[src/rtl/cpu_pkg.sv]
`default_nettype none
// ============================================================================
// Module   : cpu_pkg
// Summary  : Opcode encodings, instruction field positions, FSM state type and
//            the per-opcode execution latency lookup.
// Revision : 1.0
// ============================================================================
package cpu_pkg;

  localparam int c_instr_w = 12;

  localparam int c_op_msb  = 11;
  localparam int c_op_lsb  = 9;
  localparam int c_rd_msb  = 8;
  localparam int c_rd_lsb  = 6;
  localparam int c_rs1_msb = 5;
  localparam int c_rs1_lsb = 3;
  localparam int c_rs2_msb = 2;
  localparam int c_rs2_lsb = 0;

  localparam logic [2:0] c_op_nop  = 3'b000;
  localparam logic [2:0] c_op_add  = 3'b001;
  localparam logic [2:0] c_op_sub  = 3'b010;
  localparam logic [2:0] c_op_mul  = 3'b011;
  localparam logic [2:0] c_op_imul = 3'b100;
  localparam logic [2:0] c_op_fadd = 3'b101;
  localparam logic [2:0] c_op_fmul = 3'b110;
  localparam logic [2:0] c_op_cmp  = 3'b111;

  typedef enum logic [0:0] {
    IDLE = 1'b0,
    EXEC = 1'b1
  } seq_state_t;

  // Cycles from the issue_valid cycle to the wb_en cycle; NOP never issues.
  function automatic logic [2:0] op_latency(input logic [2:0] op);
    logic [2:0] lat;
    lat = 3'd1;
    case (op)
      c_op_add, c_op_sub, c_op_cmp: lat = 3'd1;
      c_op_mul, c_op_imul:          lat = 3'd3;
      c_op_fadd:                    lat = 3'd4;
      c_op_fmul:                    lat = 3'd5;
      default:                      lat = 3'd1;
    endcase
    return lat;
  endfunction

endpackage
`default_nettype wire

[src/rtl/instr_fifo.sv]
`default_nettype none
// ============================================================================
// Module   : instr_fifo
// Summary  : Power-of-two instruction FIFO with occupancy count, no bypass.
// Revision : 1.0
// ============================================================================
module instr_fifo #(
  parameter int DEPTH = 4,
  parameter int WIDTH = 12
) (
  input  logic                       clk,
  input  logic                       rst_n,
  input  logic                       push,
  input  logic                       pop,
  input  logic [WIDTH-1:0]           din,
  output logic [WIDTH-1:0]           dout,
  output logic [$clog2(DEPTH):0]     count,
  output logic                       full,
  output logic                       empty
);

  localparam int AW = $clog2(DEPTH);

  logic [WIDTH-1:0] r_mem [DEPTH];
  logic [AW-1:0]    r_wr_ptr;
  logic [AW-1:0]    r_rd_ptr;
  logic [AW:0]      r_count;
  logic             w_do_push;
  logic             w_do_pop;

  assign full      = (r_count == (AW+1)'(DEPTH));
  assign empty     = (r_count == '0);
  assign count     = r_count;
  assign dout      = r_mem[r_rd_ptr];
  assign w_do_push = push && !full;
  assign w_do_pop  = pop && !empty;

  // Pointers are exactly AW bits wide, so increment wraps modulo DEPTH.
  always_ff @(posedge clk or negedge rst_n) begin
    if (!rst_n) begin
      r_wr_ptr <= '0;
      r_rd_ptr <= '0;
      r_count  <= '0;
    end else begin
      if (w_do_push) r_wr_ptr <= r_wr_ptr + 1'b1;
      if (w_do_pop)  r_rd_ptr <= r_rd_ptr + 1'b1;
      case ({w_do_push, w_do_pop})
        2'b10:   r_count <= r_count + 1'b1;
        2'b01:   r_count <= r_count - 1'b1;
        default: r_count <= r_count;
      endcase
    end
  end

  always_ff @(posedge clk) begin
    if (w_do_push) r_mem[r_wr_ptr] <= din;
  end

endmodule
`default_nettype wire

[src/rtl/instr_sequencer.sv]
`default_nettype none
// ============================================================================
// Module   : instr_sequencer
// Summary  : In-order single-issue sequencer: buffers instructions, issues one
//            at a time and signals writeback after the opcode's latency.
// Revision : 1.0
// ============================================================================
module instr_sequencer
  import cpu_pkg::*;
#(
  parameter int DEPTH = 4
) (
  input  logic                   clk,
  input  logic                   rst_n,
  input  logic                   instr_valid,
  output logic                   instr_ready,
  input  logic [11:0]            instr,
  output logic                   issue_valid,
  output logic [2:0]             issue_op,
  output logic [2:0]             issue_rd,
  output logic [2:0]             issue_rs1,
  output logic [2:0]             issue_rs2,
  output logic                   wb_en,
  output logic [2:0]             wb_rd,
  output logic                   busy,
  output logic [$clog2(DEPTH):0] fifo_count
);

  seq_state_t             r_state;
  logic [2:0]             r_lat_cnt;
  logic [c_instr_w-1:0]   w_head;
  logic [2:0]             w_head_op;
  logic                   w_full;
  logic                   w_empty;
  logic                   w_push;
  logic                   w_slot;
  logic                   w_pop;
  logic                   w_issue;

  assign w_push      = instr_valid && !w_full;
  assign w_head_op   = w_head[c_op_msb:c_op_lsb];
  // The unit is free to take the head when idle or in its writeback cycle.
  assign w_slot      = (r_state == IDLE) || wb_en;
  assign w_pop       = w_slot && !w_empty;
  assign w_issue     = w_pop && (w_head_op != c_op_nop);
  assign instr_ready = !w_full;
  assign busy        = !w_empty || (r_state == EXEC);

  instr_fifo #(
    .DEPTH (DEPTH),
    .WIDTH (c_instr_w)
  ) u_fifo (
    .clk   (clk),
    .rst_n (rst_n),
    .push  (w_push),
    .pop   (w_pop),
    .din   (instr),
    .dout  (w_head),
    .count (fifo_count),
    .full  (w_full),
    .empty (w_empty)
  );

  always_ff @(posedge clk or negedge rst_n) begin
    if (!rst_n) begin
      r_state     <= IDLE;
      r_lat_cnt   <= '0;
      issue_valid <= 1'b0;
      issue_op    <= '0;
      issue_rd    <= '0;
      issue_rs1   <= '0;
      issue_rs2   <= '0;
      wb_en       <= 1'b0;
      wb_rd       <= '0;
    end else begin
      issue_valid <= 1'b0;
      wb_en       <= 1'b0;
      if (w_issue) begin
        r_state     <= EXEC;
        issue_valid <= 1'b1;
        issue_op    <= w_head_op;
        issue_rd    <= w_head[c_rd_msb:c_rd_lsb];
        issue_rs1   <= w_head[c_rs1_msb:c_rs1_lsb];
        issue_rs2   <= w_head[c_rs2_msb:c_rs2_lsb];
        r_lat_cnt   <= op_latency(w_head_op) - 3'd1;
      end else if (r_state == EXEC) begin
        if (wb_en) begin
          r_state <= IDLE;
        end else if (r_lat_cnt == 3'd0) begin
          wb_en <= 1'b1;
          wb_rd <= issue_rd;
        end else begin
          r_lat_cnt <= r_lat_cnt - 3'd1;
        end
      end
    end
  end

endmodule
`default_nettype wire

[config.mk]
export PLATFORM = sky130hd
export DESIGN_NAME = instr_sequencer
export DESIGN_NICKNAME = d
export VERILOG_FILES = /design/src/rtl/cpu_pkg.sv /design/src/rtl/instr_fifo.sv /design/src/rtl/instr_sequencer.sv
export SDC_FILE = /design/constraint.sdc
export NUM_CORES = 1
export LEC_CHECK = 0
export BUFFER_PORTS_ARGS = -buffer_cell sky130_fd_sc_hd__buf_4
export CELL_PAD_IN_SITES_DETAIL_PLACEMENT = 1
export CELL_PAD_IN_SITES_GLOBAL_PLACEMENT = 1
export CORE_MARGIN = 1.5
export CORE_UTILIZATION = 35
export DETAILED_ROUTE_END_ITERATION = 6
export GPL_ROUTABILITY_DRIVEN = 1
export PLACE_DENSITY = 0.61
export SYNTH_ARGS = -nofsm -noshare
export SYNTH_HDL_FRONTEND = slang
export SYNTH_HIERARCHICAL = 1
export SYNTH_SLANG_ARGS = --single-unit
[constraint.sdc]
create_clock -name clk -period 3.3 [get_ports clk]
set_input_delay 0.165 -clock clk [delete_from_list [all_inputs] [get_ports clk]]
set_output_delay 0.165 -clock clk [all_outputs]
set_load 0.02 [all_outputs]
==> PnR_summary.wiki, run 1 <==
{| class="wikitable"
! Metric !! Value
|-
| Outcome || finished clean
|-
| Number of max-cap violations || 0
|-
| PwrDens || 1020 nW/um^2
|-
| Unique masters post-synth || 39
|-
| Vias in the first global route || 1830
|-
| Vias per inst || just under 5
|-
| Placed inst area || between 3000 and 4000 sq um
|-
| DIE HEIGHT || 98.7 microns
|-
| Total number of placement rows || 34
|-
| Synthesized net count || between 200 and 250
|-
| Most common library cell in the layout ignoring fill and taps || sky130_fd_sc_hd__edfxtp_1
|-
| Sum of routed wire length over all layers || between 5 and 6 mm
|-
| Flip-flop cell with the highest count after synthesis || sky130_fd_sc_hd__edfxtp_1
|-
| Crit path arrival time || 2.89 ns
|-
| Remaining Overflow, GRT || 0
|-
| WS Path Type || reg2reg
|-
| Area used by multi-input combinational logic || a little over 900 sq um
|-
| Ratio of cells with drive above 1 in the final layout || between 30% and 40%
|-
| Initial detailed-routing violation count || 64
|-
| Worst-case clock buffer depth || 2
|-
| Fraction of the yosys area taken by sequential cells || approximately 67%
|-
| Minimum clock period || approximately 2.6 ns
|-
| Number of buffers inserted by hold repair at cts || 1
|-
| Share of synthesized flip-flops with an asynchronous set or reset || between 30% and 40%
|-
| Required @ worst endpoint || 3.58 ns
|-
| Die extent in x || 98.7 microns
|-
| Max-slew headroom at the worst pin || 53.4%
|-
| Total Neg Setup Slack || 0 ns
|-
| Number of instances on the worst hold path || 1
|-
| Post-Synthesis Cell Area || 3200 sq um
|-
| Leakage power || between 0.0015 and 0.002 uW
|-
| Worst ir drop on vdd || between 0.3 and 0.4 mV
|-
| Post-route design area || approximately 3800 sq um
|-
| Type of the most critical hold path || in2reg
|-
| Global-route wire length before repair || 9.76 mm
|-
| Hold path endpoint || u_fifo/r_mem[0][7]
|-
| Sinks on Clock Net || 76
|-
| Fmax achieved || roughly 380 MHz
|-
| Worst reg2reg path depth || 10
|-
| Number of enable-type register cells in the synthesized netlist || 48
|-
| Average wire length per cell after detail routing || about 17 microns
|-
| CP endpoint kind || flip-flop
|-
| Clock tree from TritonCTS || yes
|-
| Critical R2R Capture || r_lat_cnt[2]
|-
| Num CTS Buffers || 9
|-
| 1st-pass router iterations || 6
|-
| Input/output buffers || 36
|-
| RSZ-0062 raised after global routing || no
|-
| Nature of the critical path startpoint || flip-flop
|-
| Total Nets Final || 258
|-
| Via Count || ~1.7k
|-
| Slack of the worst reg-to-reg path || 0.69 ns
|-
| Clock tree root driver cell || sky130_fd_sc_hd__clkbuf_8
|-
| Maximum number of pins on one net before global-route repair || 29
|-
| Combined global-route utilization of all metal layers || between 10% and 20%
|-
| Number of filler cells placed in the layout || 890
|-
| Largest clock skew in the final design || 0.00510 ns
|-
| Number of gates resized after cts || 0
|-
| CTS H-tree lvls || 3
|-
| Ratio of final minimum period to clock period || about 79%
|-
| Yosys synthesis warning count || 6
|-
| Clock insertion delay at the later pin of the skew report || 0.34 ns
|-
| Final antenna-violating net count || 0
|-
| Initial cell density of the core || a little over a third
|-
| Post-layout worst setup margin || just under 0.7 ns
|-
| Number of top-level pins || 37
|-
| Instance count of the mapped netlist || between 150 and 200
|-
| Detailed Place HPWL || slightly above 4 mm
|-
| Flip-flop and latch count after synthesis || 76
|-
| Total count of hold-check failures in the final report || 0
|-
| Post-CTS setup buffer count || 0
|-
| Final setup vio count || 0
|-
| Number of antenna violations at the first check in global routing || 0
|-
| Total Die Area || 9730 sq um
|-
| Number of max-slew violations in the final report || 0
|-
| Worst slack at placement || 0.676 ns
|-
| Largest driver fanout on the critical path || 6
|-
| DR DRC count || 0
|-
| Transition time at the pin with the least slew margin || between 0.6 and 0.7 ns
|-
| Clock transition at path regs || roughly 0.07 ns
|-
| Area of the placeable core || 8810 sq um
|-
| Per-instance average area after synthesis || ~17 sq um
|-
| Synthesis-to-finish area growth || 18.7%
|-
| Total inserted antenna cells || 0
|-
| Final estimated routing congestion in global placement || ~0.9
|-
| Hold path start || instr[7]
|-
| Storage element area || 2140 sq um
|-
| Top library cells by usage in the layout, fill and taps aside || sky130_fd_sc_hd__edfxtp_1 (48), sky130_fd_sc_hd__buf_4 (40), sky130_fd_sc_hd__dfrtp_1 (28)
|-
| Worst flop-to-flop path startpoint || u_fifo/r_rd_ptr[0]
|}
cells in the mapped netlist, drive strengths merged (2+ instances only):
cell | instances | area, sq um
edfxtp | 48 | 1440
dfrtp | 28 | 701
inv | 15 | 56.3
mux2 | 13 | 173
mux4 | 12 | 285
nand2 | 8 | 30.0
buf | 6 | 72.6
ha | 6 | 75.1
nor2 | 6 | 22.5
o21ai | 6 | 30.0
and2 | 4 | 25.0
nor2b | 4 | 30.0
xor2 | 4 | 35.0
nand2b | 3 | 18.8
nand4 | 3 | 18.8
nor3 | 3 | 20.0
xnor2 | 3 | 26.3
o22ai | 2 | 12.5
kinds of logic after synthesis:
family          after synthesis  synth area share [%]
flops                        76                  66.9
xor+xnor                      7                  1.91
buf+inv                      22                  4.14
mux                          26                  14.6
simple gates                 36                  6.37
compound gates               15                  3.13
fa+ha+maj                     7                  2.97
cell type report:
class / count / share of cell area, %
flip-flops and latches: 76 / 56.4
multi-input cells: 91 / 24.4
repair buffers: 43 / 8.69
well taps: 108 / 3.55
clock buffers: 11 / 3.46
clock inverters: 5 / 2.04
inverters: 15 / 1.48
critical path: stages (launching register included):
cell                       delay [ns]
sky130_fd_sc_hd__dfrtp_1         0.53
sky130_fd_sc_hd__mux4_1          0.69
sky130_fd_sc_hd__nor2b_1         0.21
sky130_fd_sc_hd__nand2_1         0.09
sky130_fd_sc_hd__nand2_1         0.06
sky130_fd_sc_hd__a221oi_1        0.31
sky130_fd_sc_hd__ha_1            0.23
sky130_fd_sc_hd__inv_1           0.06
sky130_fd_sc_hd__a41oi_1         0.17
sky130_fd_sc_hd__nand4_1         0.12
sky130_fd_sc_hd__nand3_1         0.09
through the flow:
step	util, %	power [uW]	std cells	hold slack, ns
2_1_floorplan	-	2740	189	-0.131
3_3_place_gp	40.5	3200	330	0.123
3_5_place_dp	40.5	3210	330	0.125
4_1_cts	42.9	3960	347	0.000213
5_1_grt	43.2	4180	349	0.000721
6_report	43.2	3900	349	0.0176
layer usage:
layer  routed length (microns)  global-route usage [%]
met3                       301                    4.61
met4                       104                    5.71
met5                         0                       0
met2                      2640                    20.6
met1                      2750                    18.2
how the worst max path moves through the flow:
stage / startpoint / to / slack (ns) / cells after the start
6_report: u_fifo/r_rd_ptr[0] / r_lat_cnt[2] / 0.69 / 10
4_1_cts: u_fifo/r_rd_ptr[0] / r_lat_cnt[2] / 0.66 / 10
2_1_floorplan: wb_en / u_fifo/count[2] / 0.98 / 11
3_5_place_dp: u_fifo/r_rd_ptr[0] / r_lat_cnt[2] / 0.68 / 10
3_3_place_gp: u_fifo/r_rd_ptr[0] / issue_rd[2] / 0.71 / 5
5_1_grt: u_fifo/r_rd_ptr[0] / r_lat_cnt[2] / 0.47 / 10
registers in the layout, indices dropped and copies added (netlist names):
register / cells
issue_op: 3
issue_rd: 3
issue_rs1: 3
issue_rs2: 3
issue_valid: 1
r_lat_cnt: 3
r_state: 1
u_fifo/count: 3
u_fifo/r_mem: 48
u_fifo/r_rd_ptr: 2
u_fifo/r_wr_ptr: 2
wb_en: 1
wb_rd: 3
where the power goes:
part           internal, uW  switching, uW  total [uW]
clock network           424            318         742
logic                   780            845        1620
registers              1340            194        1530
Power figures use the tool's default switching activity.
==> run 2: changes to the inputs <==
==> constraint.sdc (replaced) <==
create_clock -name clk -period 2.7 [get_ports clk]
set_input_delay 0.135 -clock clk [delete_from_list [all_inputs] [get_ports clk]]
set_output_delay 0.135 -clock clk [all_outputs]
set_load 0.02 [all_outputs]
==> run 2 against run 1 <==
The flow now finishes with violations (design-rule violations). Design area rose by 4.6%. Non-clock buffer count rose by 16. First-iteration DRC count rose by 23%. Critical endpoint is now u_fifo/count[2].
==> PnR_summary.wiki, run 2 (synthesis gave the netlist of run 1 again) <==
{| class="wikitable"
! Metric !! Value
|-
| Outcome || finished with violations (was finished clean)
|-
| Failing checks || design-rule violations
|-
| Total Neg Setup Slack || 0 ns (unchanged)
|-
| Final setup vio count || 0 (unchanged)
|-
| Fmax achieved || 417 MHz (was 383 MHz)
|-
| Total inserted antenna cells || 0 (unchanged)
|-
| Remaining Overflow, GRT || 0 (unchanged)
|-
| Average wire length per cell after detail routing || 16.8 microns (was 16.6 microns)
|-
| CP Cell Sequence || nor3_1 > nand2b_1 > inv_1 > o31a_1 > ha_1 > inv_1 > fa_1 > xor2_1 > nor2_1 > xor2_1 (was mux4_1 > nor2b_1 > nand2_1 > nand2_1 > a221oi_1 > ha_1 > inv_1 > a41oi_1 > nand4_1 > nand3_1)
|-
| Total count of hold-check failures in the final report || 0 (unchanged)
|-
| Total Die Area || 9730 sq um (unchanged)
|-
| Number of top-level pins || 37 (unchanged)
|-
| Leakage power || 0.00161 uW (was 0.00152 uW)
|-
| DIE HEIGHT || 98.7 microns (unchanged)
|-
| Top library cells by usage in the layout, fill and taps aside || sky130_fd_sc_hd__edfxtp_1 (48), sky130_fd_sc_hd__buf_4 (45), sky130_fd_sc_hd__dfrtp_1 (28) (was sky130_fd_sc_hd__edfxtp_1 (48), sky130_fd_sc_hd__buf_4 (40), sky130_fd_sc_hd__dfrtp_1 (28))
|-
| Global-route track usage on met3 || 4.04% (was 4.61%)
|-
| Most used routing layer || met2 (unchanged)
|-
| Transition time at the pin with the least slew margin || 0.432 ns (was 0.700 ns)
|-
| Type of the most critical hold path || in2async (was in2reg)
|-
| Initial detailed-routing violation count || 79 (was 64)
|-
| Total Nets Final || 274 (was 258)
|-
| Largest register FFs || 48 (unchanged)
|-
| CTS H-tree lvls || 3 (unchanged)
|-
| 1st-pass router iterations || 7 (was 6)
|-
| Number of max-cap violations || 0 (unchanged)
|-
| Area of the placeable core || 8810 sq um (unchanged)
|-
| Input/output buffers || 36 (unchanged)
|-
| Clock tree root driver cell || sky130_fd_sc_hd__clkbuf_8 (unchanged)
|-
| CP endpoint kind || flip-flop (unchanged)
|-
| RSZ-0062 raised after global routing || no (unchanged)
|-
| Combined global-route utilization of all metal layers || 14.0% (was 13.7%)
|-
| Max-slew headroom at the worst pin || 71.2% (was 53.4%)
|-
| Number of antenna violations at the first check in global routing || 0 (unchanged)
|-
| Family with the most delay on the worst path || adder cells (was multiplexers)
|-
| Slowest stage cell, crit path || sky130_fd_sc_hd__dfrtp_1 (was sky130_fd_sc_hd__mux4_1)
|-
| Largest clock skew in the final design || 0.00883 ns (was 0.00510 ns)
|-
| Vias in the first global route || 1930 (was 1830)
|-
| Minimum clock period || 2.40 ns (was 2.61 ns)
|-
| Final Power || 4920 uW (was 3900 uW)
|-
| Die extent in x || 98.7 microns (unchanged)
|-
| DR DRC count || 2 (was 0)
|-
| Synthesis-to-finish area growth || 24.2% (was 18.7%)
|-
| Final antenna-violating net count || 0 (unchanged)
|-
| Clock transition at path regs || 0.08 ns (was 0.07 ns)
|-
| Detailed Place HPWL || 4.09 mm (was 4.06 mm)
|-
| Worst-case clock buffer depth || 2 (unchanged)
|-
| Number of max-slew violations in the final report || 0 (unchanged)
|-
| Final hold slack || 0.279 ns (was 0.0176 ns)
|-
| Nature of the critical path startpoint || flip-flop (unchanged)
|-
| Num CTS Buffers || 9 (unchanged)
|-
| Maximum number of pins on one net before global-route repair || 29 (unchanged)
|-
| PwrDens || 1240 nW/um^2 (was 1020 nW/um^2)
|-
| Sum of routed wire length over all layers || 6.15 mm (was 5.79 mm)
|-
| Worst path buffer plus inverter count || 2 (was 1)
|-
| Met1 layer usage reported by global route || 17.9% (was 18.2%)
|-
| Largest driver fanout on the critical path || 6 (unchanged)
|-
| Global-route wire length before repair || 10.1 mm (was 9.76 mm)
|-
| Clock insertion delay at the later pin of the skew report || 0.34 ns (about the same)
|-
| Ratio of cells with drive above 1 in the final layout || 33.9% (was 33.2%)
|-
| Final estimated routing congestion in global placement || 0.796 (was 0.903)
|-
| Vias per inst || 4.82 (was 4.85)
|-
| WS Path Type || reg2reg (unchanged)
|-
| Most common library cell in the layout ignoring fill and taps || sky130_fd_sc_hd__edfxtp_1 (unchanged)
|-
| Via Count || 1761 (was 1692)
|-
| Required @ worst endpoint || 2.97 ns (was 3.58 ns)
|-
| Worst ir drop on vdd || 0.503 mV (was 0.376 mV)
|-
| Sinks on Clock Net || 76 (unchanged)
|-
| Ratio of final minimum period to clock period || 88.9% (was 79.1%)
|-
| Clock tree from TritonCTS || yes (unchanged)
|-
| Register containing the most flip-flops in the final layout || u_fifo/r_mem (unchanged)
|-
| Maximum cell stage delay along the critical path || 0.47 ns (was 0.69 ns)
|-
| Initial cell density of the core || 36.4% (unchanged)
|-
| Crit path arrival time || 2.67 ns (was 2.89 ns)
|-
| Global routing met2 resource utilization || 22.2% (was 20.6%)
|-
| Total number of placement rows || 34 (unchanged)
|}
[run 2: final timing paths]
check,startpoint,end,slack (ns),cells past startpoint
setup / recovery,u_fifo/count[0],u_fifo/count[2],0.30,10
hold / removal,rst_n,r_lat_cnt[1],0.28,2
setup reg to reg,u_fifo/count[0],u_fifo/count[2],0.30,10
hold reg to reg,issue_op[1],issue_op[1],0.49,2
max in group asynchronous,rst_n,u_fifo/r_wr_ptr[0],2.11,2
min in group clk,instr_valid,u_fifo/r_wr_ptr[0],0.39,4
[run 2: report_power, final]
group          internal, uW  switching (uW)  total [uW]  leakage, uW
clock network           570             391         961     0.000113
logic                  1040            1100        2130     0.000724
registers              1630             197        1830     0.000771
total                  3230            1680        4920      0.00161
[run 2: metrics by stage]
| step | setup slack (ns) | cell area, sq um | utilization [%] | std cells |
|---|---|---|---|---|
| after floorplan | 0.378 | 3200 | - | 189 |
| after global placement | 0.334 | 3620 | 41.1 | 336 |
| after detailed placement | 0.273 | 3620 | 41.1 | 336 |
| after CTS | 0.260 | 3970 | 45.1 | 364 |
| after global routing | 0.120 | 3980 | 45.2 | 365 |
| final | 0.300 | 3980 | 45.2 | 365 |
[run 2: layer usage]
layer	vias to the layer above	wire [microns]
met3	7	226
met1	895	2890
met5	-	0
li1	824	-
met4	0	102
met2	35	2930
[run 2: cell type report]
cell class                      instances  area (sq um)
Clock buffer                           12           155
Multi-Input combinational cell         91           928
Timing Repair Buffer                   59           488
Clock inverter                          4          72.6
Inverter                               15          56.3
Tap cell                              108           135
Fill cell                             893          4830
Sequential cell                        76          2140
[run 2: timing repair]
action,in CTS,in global routing
hold buffers,12,1
resized for setup,0,0
setup buffers,0,0
hold endpoints to repair,72,3
==> run 3: changes to the inputs <==
--- a/config.mk
+++ b/config.mk
@@ -12,6 +12,7 @@
 export CORE_UTILIZATION = 35
 export DETAILED_ROUTE_END_ITERATION = 6
 export GPL_ROUTABILITY_DRIVEN = 1
+export GPL_TIMING_DRIVEN = 0
 export PLACE_DENSITY = 0.61
 export SYNTH_ARGS = -nofsm -noshare
 export SYNTH_HDL_FRONTEND = slang
==> constraint.sdc (replaced) <==
create_clock -name clk -period 2.8 [get_ports clk]
set_input_delay 0.14 -clock clk [delete_from_list [all_inputs] [get_ports clk]]
set_output_delay 0.14 -clock clk [all_outputs]
set_load 0.02 [all_outputs]
==> run 3 against run 2 <==
The flow now finishes without violations. Largest cell class unchanged. Flip-flop and latch count stayed put. Cell count is 1.1% lower. Clock skew is 0.0011 ns lower. Die area stayed put. Sequential share of layout area is 0.53 points higher. Critical endpoint unchanged. Maximum frequency is 3.2% lower. Routed wire length is 0.39% lower. Register-to-register slack better by 0.02 ns. Highest routed layer unchanged. Clock-buffer cell count is 1 lower.
==> PnR_summary.wiki, run 3 (synthesis gave the netlist of run 1 again) <==
{| class="wikitable"
! Metric !! Value
|-
| Outcome || finished clean (was finished with violations)
|-
| Switching component of the power || 1660 uW (was 1680 uW)
|-
| WS Path Type || reg2reg (unchanged)
|-
| Maximum number of pins on one net before global-route repair || 29 (unchanged)
|-
| Num CTS Buffers || 9 (unchanged)
|-
| Register containing the most flip-flops in the final layout || u_fifo/r_mem (unchanged)
|-
| Worst reg2reg path depth || 10 (unchanged)
|-
| Number of max-cap violations || 0 (unchanged)
|-
| Total Nets Final || 270 (was 274)
|-
| Area of the placeable core || 8810 sq um (unchanged)
|-
| Transition time at the pin with the least slew margin || 0.715 ns (was 0.432 ns)
|-
| Worst flop-to-flop path startpoint || wb_en (was u_fifo/count[0])
|-
| Sequential fraction of design power || 38.0% (was 37.1%)
|-
| Number of top-level pins || 37 (unchanged)
|-
| Initial cell density of the core || 36.4% (unchanged)
|-
| Required @ worst endpoint || 3.07 ns (was 2.97 ns)
|-
| Minimum clock period || 2.48 ns (was 2.40 ns)
|-
| Vias per inst || 4.88 (was 4.82)
|-
| Combined global-route utilization of all metal layers || 13.8% (was 14.0%)
|-
| Post-CTS setup buffer count || 0 (unchanged)
|-
| Sinks on Clock Net || 76 (unchanged)
|-
| Average wire length per cell after detail routing || 17.0 microns (was 16.8 microns)
|-
| Slack of the worst reg-to-reg path || 0.32 ns (was 0.30 ns)
|-
| Clock tree from TritonCTS || yes (unchanged)
|-
| Largest driver fanout on the critical path || 9 (was 6)
|-
| Input/output buffers || 36 (unchanged)
|-
| Placed inst area || 3610 sq um (was 3620 sq um)
|-
| Relative contribution of the clock network to total power || 18.0% (was 19.5%)
|-
| Global-route wire length before repair || 9.99 mm (was 10.1 mm)
|-
| Number of max-slew violations in the final report || 0 (unchanged)
|-
| Worst-case clock buffer depth || 2 (unchanged)
|-
| DR DRC count || 0 (was 2)
|-
| Fmax achieved || 404 MHz (was 417 MHz)
|-
| Final hold slack || 0.276 ns (was 0.279 ns)
|-
| Final instance count without filler cells || 361 (was 365)
|-
| DIE HEIGHT || 98.7 microns (unchanged)
|-
| Max-slew headroom at the worst pin || 52.4% (was 71.2%)
|-
| Final antenna-violating net count || 0 (unchanged)
|-
| Worst ir drop on vdd || 0.445 mV (was 0.503 mV)
|-
| Sum of routed wire length over all layers || 6.12 mm (was 6.15 mm)
|-
| Total count of hold-check failures in the final report || 0 (unchanged)
|-
| Post-route design area || 3940 sq um (was 3980 sq um)
|-
| Logic gate share of total power || 44.0% (was 43.3%)
|-
| Final estimated routing congestion in global placement || 0.779 (was 0.796)
|-
| Top library cells by usage in the layout, fill and taps aside || sky130_fd_sc_hd__edfxtp_1 (48), sky130_fd_sc_hd__buf_4 (36), sky130_fd_sc_hd__dfrtp_1 (28) (was sky130_fd_sc_hd__edfxtp_1 (48), sky130_fd_sc_hd__buf_4 (45), sky130_fd_sc_hd__dfrtp_1 (28))
|-
| RSZ-0062 raised after global routing || no (unchanged)
|-
| Total Neg Setup Slack || 0 ns (unchanged)
|-
| CTS H-tree lvls || 3 (unchanged)
|-
| Remaining Overflow, GRT || 0 (unchanged)
|-
| 1st-pass router iterations || 6 (was 7)
|-
| Leakage power || 0.00157 uW (was 0.00161 uW)
|-
| Largest clock skew in the final design || 0.00777 ns (was 0.00883 ns)
|-
| Final Core Density || 44.7% (was 45.2%)
|-
| Internal power || 3020 uW (was 3230 uW)
|-
| Clock tree root driver cell || sky130_fd_sc_hd__clkbuf_8 (unchanged)
|-
| PwrDens || 1190 nW/um^2 (was 1240 nW/um^2)
|-
| Ratio of cells with drive above 1 in the final layout || 33.6% (was 33.9%)
|-
| Crit path launch || wb_en (was u_fifo/count[0])
|-
| Crit path arrival time || 2.74 ns (was 2.67 ns)
|-
| Total inserted antenna cells || 0 (unchanged)
|-
| Placed Cells incl. Taps || 333 (was 336)
|-
| Largest register FFs || 48 (unchanged)
|-
| Type of the most critical hold path || in2async (unchanged)
|-
| CP endpoint kind || flip-flop (unchanged)
|-
| Die extent in x || 98.7 microns (unchanged)
|-
| Initial detailed-routing violation count || 33 (was 79)
|-
| Clock transition at path regs || 0.08 ns (about the same)
|-
| Ratio of final minimum period to clock period || 88.5% (was 88.9%)
|-
| Nature of the critical path startpoint || flip-flop (unchanged)
|-
| Detailed Place HPWL || 4.01 mm (was 4.09 mm)
|-
| Number of filler cells placed in the layout || 897 (was 893)
|-
| Total Die Area || 9730 sq um (unchanged)
|-
| Total number of placement rows || 34 (unchanged)
|-
| Most common library cell in the layout ignoring fill and taps || sky130_fd_sc_hd__edfxtp_1 (unchanged)
|-
| Switching Share || 35.4% (was 34.3%)
|-
| Critical R2R Capture || u_fifo/count[2] (unchanged)
|-
| Number of antenna violations at the first check in global routing || 0 (unchanged)
|-
| Clock insertion delay at the later pin of the skew report || 0.34 ns (about the same)
|-
| Vias in the first global route || 1892 (was 1930)
|-
| Final setup vio count || 0 (unchanged)
|-
| Synthesis-to-finish area growth || 23.0% (was 24.2%)
|-
| Via Count || 1763 (was 1761)
|}
[run 3: cell types whose count changed in the layout (fill, tap and decap cells not counted), moves of 2 or more]
cell	delta
sky130_fd_sc_hd__buf_6	+2
sky130_fd_sc_hd__buf_4	-9
sky130_fd_sc_hd__clkinvlp_4	+2
sky130_fd_sc_hd__buf_2	+2
[run 3: timing repair]
action / in CTS / in global routing
hold buffers: 12 / 1
setup endpoints to repair: 0 / 2
hold endpoints to repair: 72 / 4
gates resized for setup: 0 / 2
[run 3: cell type report]
type	count	area, sq um	area share (%)
flip-flops and latches	76	2140	54.4
repair buffers	49	400	10.2
well taps	108	135	3.43
inverters	15	56.3	1.43
clock buffers	11	141	3.59
plain buffers	6	72.6	1.84
clock inverters	5	61.3	1.56
multi-input cells	91	930	23.6
[run 3: worst max path at each step]
| stage | slack [ns] | cells after the start | endpoint |
|---|---|---|---|
| 2_1_floorplan | 0.48 | 11 | u_fifo/count[2] |
| 4_1_cts | 0.13 | 10 | u_fifo/count[2] |
| 3_5_place_dp | 0.14 | 10 | u_fifo/count[2] |
| 3_3_place_gp | 0.11 | 10 | u_fifo/count[2] |
| 5_1_grt | 0.09 | 11 | r_lat_cnt[2] |
| 6_report | 0.32 | 10 | u_fifo/count[2] |
[run 3: power groups by stage]
| stage | Clock, uW | Sequential [uW] | Combinational (uW) |
|---|---|---|---|
| finish | 840 | 1780 | 2060 |
| floorplan | 0 | 1920 | 1310 |
| CTS | 866 | 1780 | 2100 |
| global placement | 0 | 1790 | 2040 |
| detailed placement | 0 | 1800 | 2080 |
| global route | 911 | 1830 | 2270 |
[run 3: layer usage]
layer / GRT usage (%) / share of wire, % / vias to the layer above
met1: 17.7 / 46 / 902
met4: 4.95 / 1.3 / 0
met3: 3.97 / 3.2 / 8
met2: 22.6 / 50 / 32
met5: 0 / 0 / -
li1: - / - / 821
[run 3: stage by stage]
step | worst slack (ns) | total power (uW)
2_1_floorplan | 0.478 | 3230
3_3_place_gp | 0.107 | 3840
3_5_place_dp | 0.137 | 3880
4_1_cts | 0.134 | 4750
5_1_grt | 0.0939 | 5010
6_report | 0.322 | 4670
[run 3: critical path: stages (launching register included)]
cell and delay (ns):
sky130_fd_sc_hd__dfrtp_1 0.39, sky130_fd_sc_hd__nand2b_1 0.33, sky130_fd_sc_hd__nand2b_1 0.21, sky130_fd_sc_hd__inv_1 0.16, sky130_fd_sc_hd__o31a_1 0.25, sky130_fd_sc_hd__ha_1 0.22, sky130_fd_sc_hd__inv_1 0.07, sky130_fd_sc_hd__fa_1 0.37
sky130_fd_sc_hd__xor2_1 0.15, sky130_fd_sc_hd__nor2_1 0.11, sky130_fd_sc_hd__xor2_1 0.15
